## config.mk

```make
export PLATFORM = sky130hd
export DESIGN_NAME = pdm_modulator
export DESIGN_NICKNAME = d
export VERILOG_FILES = /design/src/rtl/pdm_pkg.sv /design/src/rtl/sd_mod_core.sv /design/src/rtl/pdm_modulator.sv
export SDC_FILE = /design/constraint.sdc
export NUM_CORES = 1
export LEC_CHECK = 0
export ABC_AREA = 1
export CELL_PAD_IN_SITES_DETAIL_PLACEMENT = 1
export CELL_PAD_IN_SITES_GLOBAL_PLACEMENT = 1
export CORE_ASPECT_RATIO = 1.5
export CORE_MARGIN = 4
export CORE_UTILIZATION = 45
export DETAILED_ROUTE_END_ITERATION = 8
export MAX_ROUTING_LAYER = met4
export PLACE_DENSITY_LB_ADDON = 0.1
export SLEW_MARGIN = 40
export SYNTH_ARGS = -nofsm -noshare
export SYNTH_HDL_FRONTEND = slang
export SYNTH_SLANG_ARGS = --single-unit
```

## constraint.sdc

```tcl
create_clock -name clk -period 4.1 [get_ports clk]
set_input_delay 0.82 -clock clk [delete_from_list [all_inputs] [get_ports clk]]
set_output_delay 0.82 -clock clk [all_outputs]
set_load 0.1 [all_outputs]
```

## src/rtl/pdm_pkg.sv

```systemverilog
// rtl/pdm_pkg.sv - shared PDM constants, default widths and rate type
package pdm_pkg;

  localparam int PDM_DW_DEFAULT = 16;
  localparam int PDM_AW_DEFAULT = PDM_DW_DEFAULT + 4;

  // Interpolation/decimation rate, shared with the receive-side decimator.
  typedef logic [15:0] rate_t;

  function automatic int pdm_fs(input int dw);
    return 1 << (dw - 1);
  endfunction

endpackage

```

## src/rtl/sd_mod_core.sv

```systemverilog
// rtl/sd_mod_core.sv - sigma-delta loop; PDM_MOD_ORDER2_EN selects the second-order loop
module sd_mod_core
  import pdm_pkg::*;
#(
  parameter int DW = PDM_DW_DEFAULT,
  parameter int AW = PDM_AW_DEFAULT
) (
  input  logic          clk,
  input  logic          rst,
  input  logic          i_en,
  input  logic [DW-1:0] i_cur,
  output logic          o_pdm
);

  localparam logic [AW-1:0] FS_A = AW'(pdm_fs(DW));

  logic [AW-1:0] w_cur_x;
  logic [AW-1:0] w_fb;
  logic          w_y;
  logic          r_pdm;

  assign w_cur_x = {{(AW-DW){i_cur[DW-1]}}, i_cur};

`ifdef PDM_MOD_ORDER2_EN
  logic [AW-1:0] r_i1;
  logic [AW-1:0] r_i2;
  logic [AW:0]   w_s1;
  logic [AW:0]   w_s2;

  // Sums carry one guard bit; a guard/sign disagreement means overflow.
  function automatic logic [AW-1:0] sat(input logic [AW:0] v);
    if (v[AW] == v[AW-1]) return v[AW-1:0];
    return v[AW] ? {1'b1, {(AW-1){1'b0}}} : {1'b0, {(AW-1){1'b1}}};
  endfunction

  assign w_y  = !r_i2[AW-1];
  assign w_s1 = {r_i1[AW-1], r_i1} + {w_cur_x[AW-1], w_cur_x} - {w_fb[AW-1], w_fb};
  assign w_s2 = {r_i2[AW-1], r_i2} + {r_i1[AW-1], r_i1} - {w_fb[AW-1], w_fb};

  always_ff @(posedge clk) begin
    if (rst) begin
      r_i1  <= '0;
      r_i2  <= '0;
      r_pdm <= 1'b0;
    end else if (i_en) begin
      r_i1  <= sat(w_s1);
      r_i2  <= sat(w_s2);
      r_pdm <= w_y;
    end
  end
`else
  logic [AW-1:0] r_i1;

  assign w_y = !r_i1[AW-1];

  // i1 stays within [-2FS, 2FS), so AW >= DW+2 needs no clamp.
  always_ff @(posedge clk) begin
    if (rst) begin
      r_i1  <= '0;
      r_pdm <= 1'b0;
    end else if (i_en) begin
      r_i1  <= r_i1 + w_cur_x - w_fb;
      r_pdm <= w_y;
    end
  end
`endif

  assign w_fb  = w_y ? FS_A : -FS_A;
  assign o_pdm = r_pdm;

endmodule

```

## src/rtl/pdm_modulator.sv

```systemverilog
// rtl/pdm_modulator.sv - PCM to PDM modulator with zero-order hold; loop order via PDM_MOD_ORDER2_EN
module pdm_modulator
  import pdm_pkg::*;
#(
  parameter int DW = PDM_DW_DEFAULT,
  parameter int AW = DW + 4
) (
  input  logic          clk,
  input  logic          rst,
  input  logic          en,
  input  rate_t         interp_num,
  input  logic [DW-1:0] din,
  input  logic          din_valid,
  output logic          din_ready,
  output logic          pdm_out,
  output logic          sample_tick,
  output logic          underrun
);

  logic [DW-1:0] r_cur;
  logic [DW-1:0] r_buf;
  logic          r_buf_v;
  rate_t         r_cnt;
  logic          r_tick;
  logic          r_under;
  logic          w_load;
  logic          w_accept;

  // >= lets a lowered interp_num reload immediately instead of wrapping cnt.
  assign w_load    = en && (r_cnt >= interp_num);
  assign din_ready = !r_buf_v || w_load;
  assign w_accept  = din_valid && din_ready;

  always_ff @(posedge clk) begin
    if (rst) begin
      r_cur   <= '0;
      r_buf   <= '0;
      r_buf_v <= 1'b0;
      r_cnt   <= '0;
      r_tick  <= 1'b0;
      r_under <= 1'b0;
    end else begin
      r_tick  <= 1'b0;
      r_under <= 1'b0;
      if (en) r_cnt <= w_load ? '0 : r_cnt + 16'd1;
      if (w_load) begin
        if (r_buf_v) begin
          r_cur  <= r_buf;
          r_tick <= 1'b1;
        end else begin
          r_under <= 1'b1;
        end
      end
      if (w_accept) begin
        r_buf   <= din;
        r_buf_v <= 1'b1;
      end else if (w_load) begin
        r_buf_v <= 1'b0;
      end
    end
  end

  sd_mod_core #(
    .DW(DW),
    .AW(AW)
  ) u_core (
    .clk  (clk),
    .rst  (rst),
    .i_en (en),
    .i_cur(r_cur),
    .o_pdm(pdm_out)
  );

  assign sample_tick = r_tick;
  assign underrun    = r_under;

endmodule

```

==> results.md <==
- The flow ran to the end, and the final reports show no timing, DRC or antenna violations.
- The count of nets left with antenna violations after detail routing is 0.
- STA classifies the critical path endpoint as an output pin.
- The routed wirelength normalized by instance count is 13.07 um.
- Data on the critical path is required at its endpoint by 3280 ps.
- The xor and xnor fraction of the mapped netlist area is 3.100%.
- The number of cell rows is 45.
- The final-layout setup total negative slack is 0 ps.
- The proportion of synthesized flip-flops having asynchronous set or reset is 0%.
- The launching instance or port of the critical path is interp_num[7].
- The number of clock buffers added by TritonCTS is 9.
- For the pin with the worst max-slew slack, the measured transition is 717.0 ps.
- The capture point of the worst path is din_ready.
- On the final layout, the worst hold slack is roughly 470 ps.
- From synthesis to final layout, the design area changed by 16.96%.
- The critical path start-end classification is in2out.
- Summed over its instances, the top area cell type makes up a little under a third of the synthesized netlist area.
- For the worst setup path, the data arrival time is 2730 ps.
- The peak ir drop on the vdd network is 0.2267 mV.
- Setup violations remaining at the end of the flow were counted as 0.
- The number of antenna violations at the first check in global routing was 0.
- The total of hold buffers inserted after clock tree synthesis is 0.
- The number of slew-limit violations in the final report is 0.
- The number of cell instances on the worst register-to-register path is 12.
- The combinational family with the most area after synthesis is simple AND/OR/NAND/NOR gates.
- The share of the synthesized area in compound gates (AO/OA/AOI/OAI) is between 10% and 20%.
- The maximum count of clock buffers along a single path is 2.
- The first TritonRoute pass finished after 4 iterations.
- After layout, the worst path uses 86.60% of the clock period.
- For this run, the total global-route usage over all layers was measured as 20.06%.
- After clock tree synthesis, the clock-pin slew on the worst setup and hold paths is 50 ps.
- The cell area after placement is 5275 sq um.
- The power per unit of standard cell area is between 500 and 600 nW/um^2.
- The TritonCTS clock tree is built.
- The final estimated routing congestion in global placement is 0.8598.
- The number of failing hold endpoints at the final stage is 0.
- Ranked by instance count, the synthesized netlist is headed by sky130_fd_sc_hd__inv_1, sky130_fd_sc_hd__nand2_1, sky130_fd_sc_hd__a21oi_1.
- The worst path in the final design needs a cycle of between 3000 and 4000 ps, including I/O delays and setup.
- Sorting the synthesized cells by area gives the leading types as sky130_fd_sc_hd__dfxtp_1, sky130_fd_sc_hd__ha_1, sky130_fd_sc_hd__inv_1, sky130_fd_sc_hd__nand2_1, sky130_fd_sc_hd__a21oi_1.
- Clock tree synthesis selected as its root buffer the cell sky130_fd_sc_hd__clkbuf_16.
- The I/O pin count is 40.
- The most frequent cell after synthesis is sky130_fd_sc_hd__inv_1.
- Of the total synthesized cell area, the portion taken by full adders, half adders and majority gates is 14.80%.
- The core region is ~10000 sq um.
- For the worst-skew pair, the clock arrives at the later sink with an insertion delay of 330 ps.
- Headroom to the max-slew limit came out at 52.13%.
- The post-cts gate resize count is 0.
- The share of the Yosys chip area taken by registers is 30.01%.
- The setup slack on the worst flop-to-flop path is 1630 ps.
- After Yosys synthesis, and, or, nand and nor cells account for 25.01% of the synthesized area.
- The floorplan die height is around 130 um.
- The count of buffers added on input and output ports is 39.
- The cell leakage power is 0.002835 uW.
- The worst setup path is launched from an input port.
- Counting flops with a built-in enable in the synthesized netlist gives 0.
- After technology mapping, the gate count stands at 714.
- The worst register-to-register path begins at u_core.r_i1[19].
- At the end of the flow, the number of nets in the layout was around 840.
- The repair_antennas step left the layout with diodes totalling 0.
- The number of vias in the routed layout is 4451.
- The width of the die is 92.36 um.
- After routing the design area is 5618 sq um.
- The maximum achievable frequency is 281.7 MHz.
- Summed over all layers, the global routing overflow is 0.
- The final setup skew is 8.446 ps.
- For this run, the leading register cell type out of synthesis is sky130_fd_sc_hd__dfxtp_1.
- The die covers approximately 12000 sq um.
- Of all nets on the critical path, the largest fanout is 4.
- Buffers added to address setup during post-CTS repair amount to 0.
- For this run, design rule violations remaining after detail routing come to 0.
- The post-synthesis cell type with the largest combined area is sky130_fd_sc_hd__dfxtp_1.
- The number of H-tree levels is 3.
- In this run the worst hold path is classified as reg2reg.
- Setup slack on the critical path of the routed design comes to 549.5 ps.
- The global-route wire length before repair is about 20000 um.
- In the routed layout, each cell is associated on average with a via count of 5.001.
- The largest net degree at the start of global routing is 40.
- The number of global-route vias before repair is 4635.
- Once detailed placement completed, the half-perimeter wirelength came to roughly 9000 um.
- Prior to clock tree synthesis, the placed netlist has a worst setup slack of 510.3 ps.
- The net count of the mapped netlist is 805.
- Clock tree synthesis found a total of between 70 and 80 sinks.
- The count of distinct cell types in the synthesized netlist is 34.
- The initial core utilization is between 40% and 50%.
- After synthesis, the share of cell area in mux cells is 0%.
- Setup repair after global routing left no endpoint under its margin.
- Yosys printed 0 warnings.
- Summing internal, switching and leakage power gives ~2800 uW.
- Counting the fill cells in the layout gives around 1400.
- Wires add up to between 10000 and 15000 um.
- Synthesis inferred 72 register bits.
- In this run the critical register-to-register path is captured at u_core.r_i1[17].
- After synthesis the cells add up to 4803 sq um.
- The average instance in the mapped netlist occupies 6.727 sq um.
- The max-capacitance violation count is 0.
- The fraction of final layout cells sized beyond drive strength 1 is 5.741%.
- For this block, the initial DRC count from the detailed router was 86.
-- routing by layer --
layer	up-vias	track usage, %	wire (um)
li1	2292	-	-
met1	2107	21.37	4850
met2	37	37.95	6352
met3	15	3.066	280
met4	0	5.537	144
met5	-	-	0
-- per-stage QoR --
| stage | instances | util, % |
|---|---|---|
| finish | 890 | 54.52 |
| global route | 890 | 54.52 |
| CTS | 890 | 54.52 |
| detailed placement | 875 | 51.20 |
| global placement | 875 | 51.39 |
| floorplan | 714 | - |
-- sequential cells by signal, summed over array words and instances, names as in the netlist --
register and flops:
r_cur 16, u_core.r_i1 20, r_buf_v 1, underrun 1, u_core.o_pdm 1, r_buf 16, sample_tick 1, r_cnt 16
-- critical path, stage by stage --
cell and delay [ps]:
sky130_fd_sc_hd__clkdlybuf4s50_1 460, sky130_fd_sc_hd__inv_1 40, sky130_fd_sc_hd__ha_1 300, sky130_fd_sc_hd__nand2_1 70, sky130_fd_sc_hd__inv_1 30, sky130_fd_sc_hd__nor2_1 90
sky130_fd_sc_hd__o21a_1 130, sky130_fd_sc_hd__nand2_1 70, sky130_fd_sc_hd__nand2_1 120, sky130_fd_sc_hd__nand2_1 70, sky130_fd_sc_hd__nand2_1 190, sky130_fd_sc_hd__nand2_2 120
sky130_fd_sc_hd__buf_12 210
-- where the power goes --
part / switching [uW] / internal [uW] / total, uW
logic: 728 / 411 / 1140
registers: 32.7 / 763 / 795
clock network: 296 / 608 / 904
total: 1060 / 1780 / 2840
-- layout make-up --
class                   instances  area, sq um  share of cell area (%)
clock buffers                  10        239.0                   4.254
clock inverters                 5        103.9                   1.849
flip-flops and latches         72         1441                   25.66
inverters                     153        574.3                   10.22
repair buffers                 43        410.4                   7.305
well taps                     141        176.4                   3.140
multi-input cells             466         2673                   47.57
-- how the worst min path moves through the flow --
stage               cells past startpoint       from  slack [ps]        end
finish                                  2   r_cur[7]         470   r_cur[7]
CTS                                     2   r_cur[7]         470   r_cur[7]
global route                            2  r_cur[11]         480  r_cur[11]
detailed placement                      2   r_cur[7]         460   r_cur[7]
floorplan                               2  r_cur[10]         440  r_cur[10]
global placement                        2   r_cur[5]         450   r_cur[5]
-- cells in the final DEF, fill, tap and decap left out, types with 2 or more instances in the layout --
master / n
sky130_fd_sc_hd__nor3_1: 10
sky130_fd_sc_hd__nor2_2: 3
sky130_fd_sc_hd__xnor2_1: 6
sky130_fd_sc_hd__nand2_1: 136
sky130_fd_sc_hd__o21a_1: 2
sky130_fd_sc_hd__nor3_2: 2
sky130_fd_sc_hd__a21oi_1: 80
sky130_fd_sc_hd__clkbuf_16: 9
sky130_fd_sc_hd__ha_1: 52
sky130_fd_sc_hd__o21ai_0: 15
sky130_fd_sc_hd__clkdlybuf4s50_1: 34
sky130_fd_sc_hd__inv_1: 147
sky130_fd_sc_hd__nand3_1: 56
sky130_fd_sc_hd__fa_1: 3
sky130_fd_sc_hd__buf_2: 4
sky130_fd_sc_hd__o21ai_1: 9
sky130_fd_sc_hd__inv_2: 6
sky130_fd_sc_hd__nand4_1: 3
sky130_fd_sc_hd__buf_4: 4
sky130_fd_sc_hd__nand2_2: 2
sky130_fd_sc_hd__o21bai_1: 4
sky130_fd_sc_hd__dfxtp_1: 72
sky130_fd_sc_hd__nor2_1: 61
sky130_fd_sc_hd__xor2_1: 11
sky130_fd_sc_hd__bufinv_16: 3
sky130_fd_sc_hd__nor4_2: 2
sky130_fd_sc_hd__nor3b_1: 2
-- cell families after synthesis --
logic type | count (synthesis)
simple gates | 279
fa+ha+maj | 55
flops | 72
buf+inv | 176
xor+xnor | 17
compound gates | 115
(Power assumes the default switching activity.)
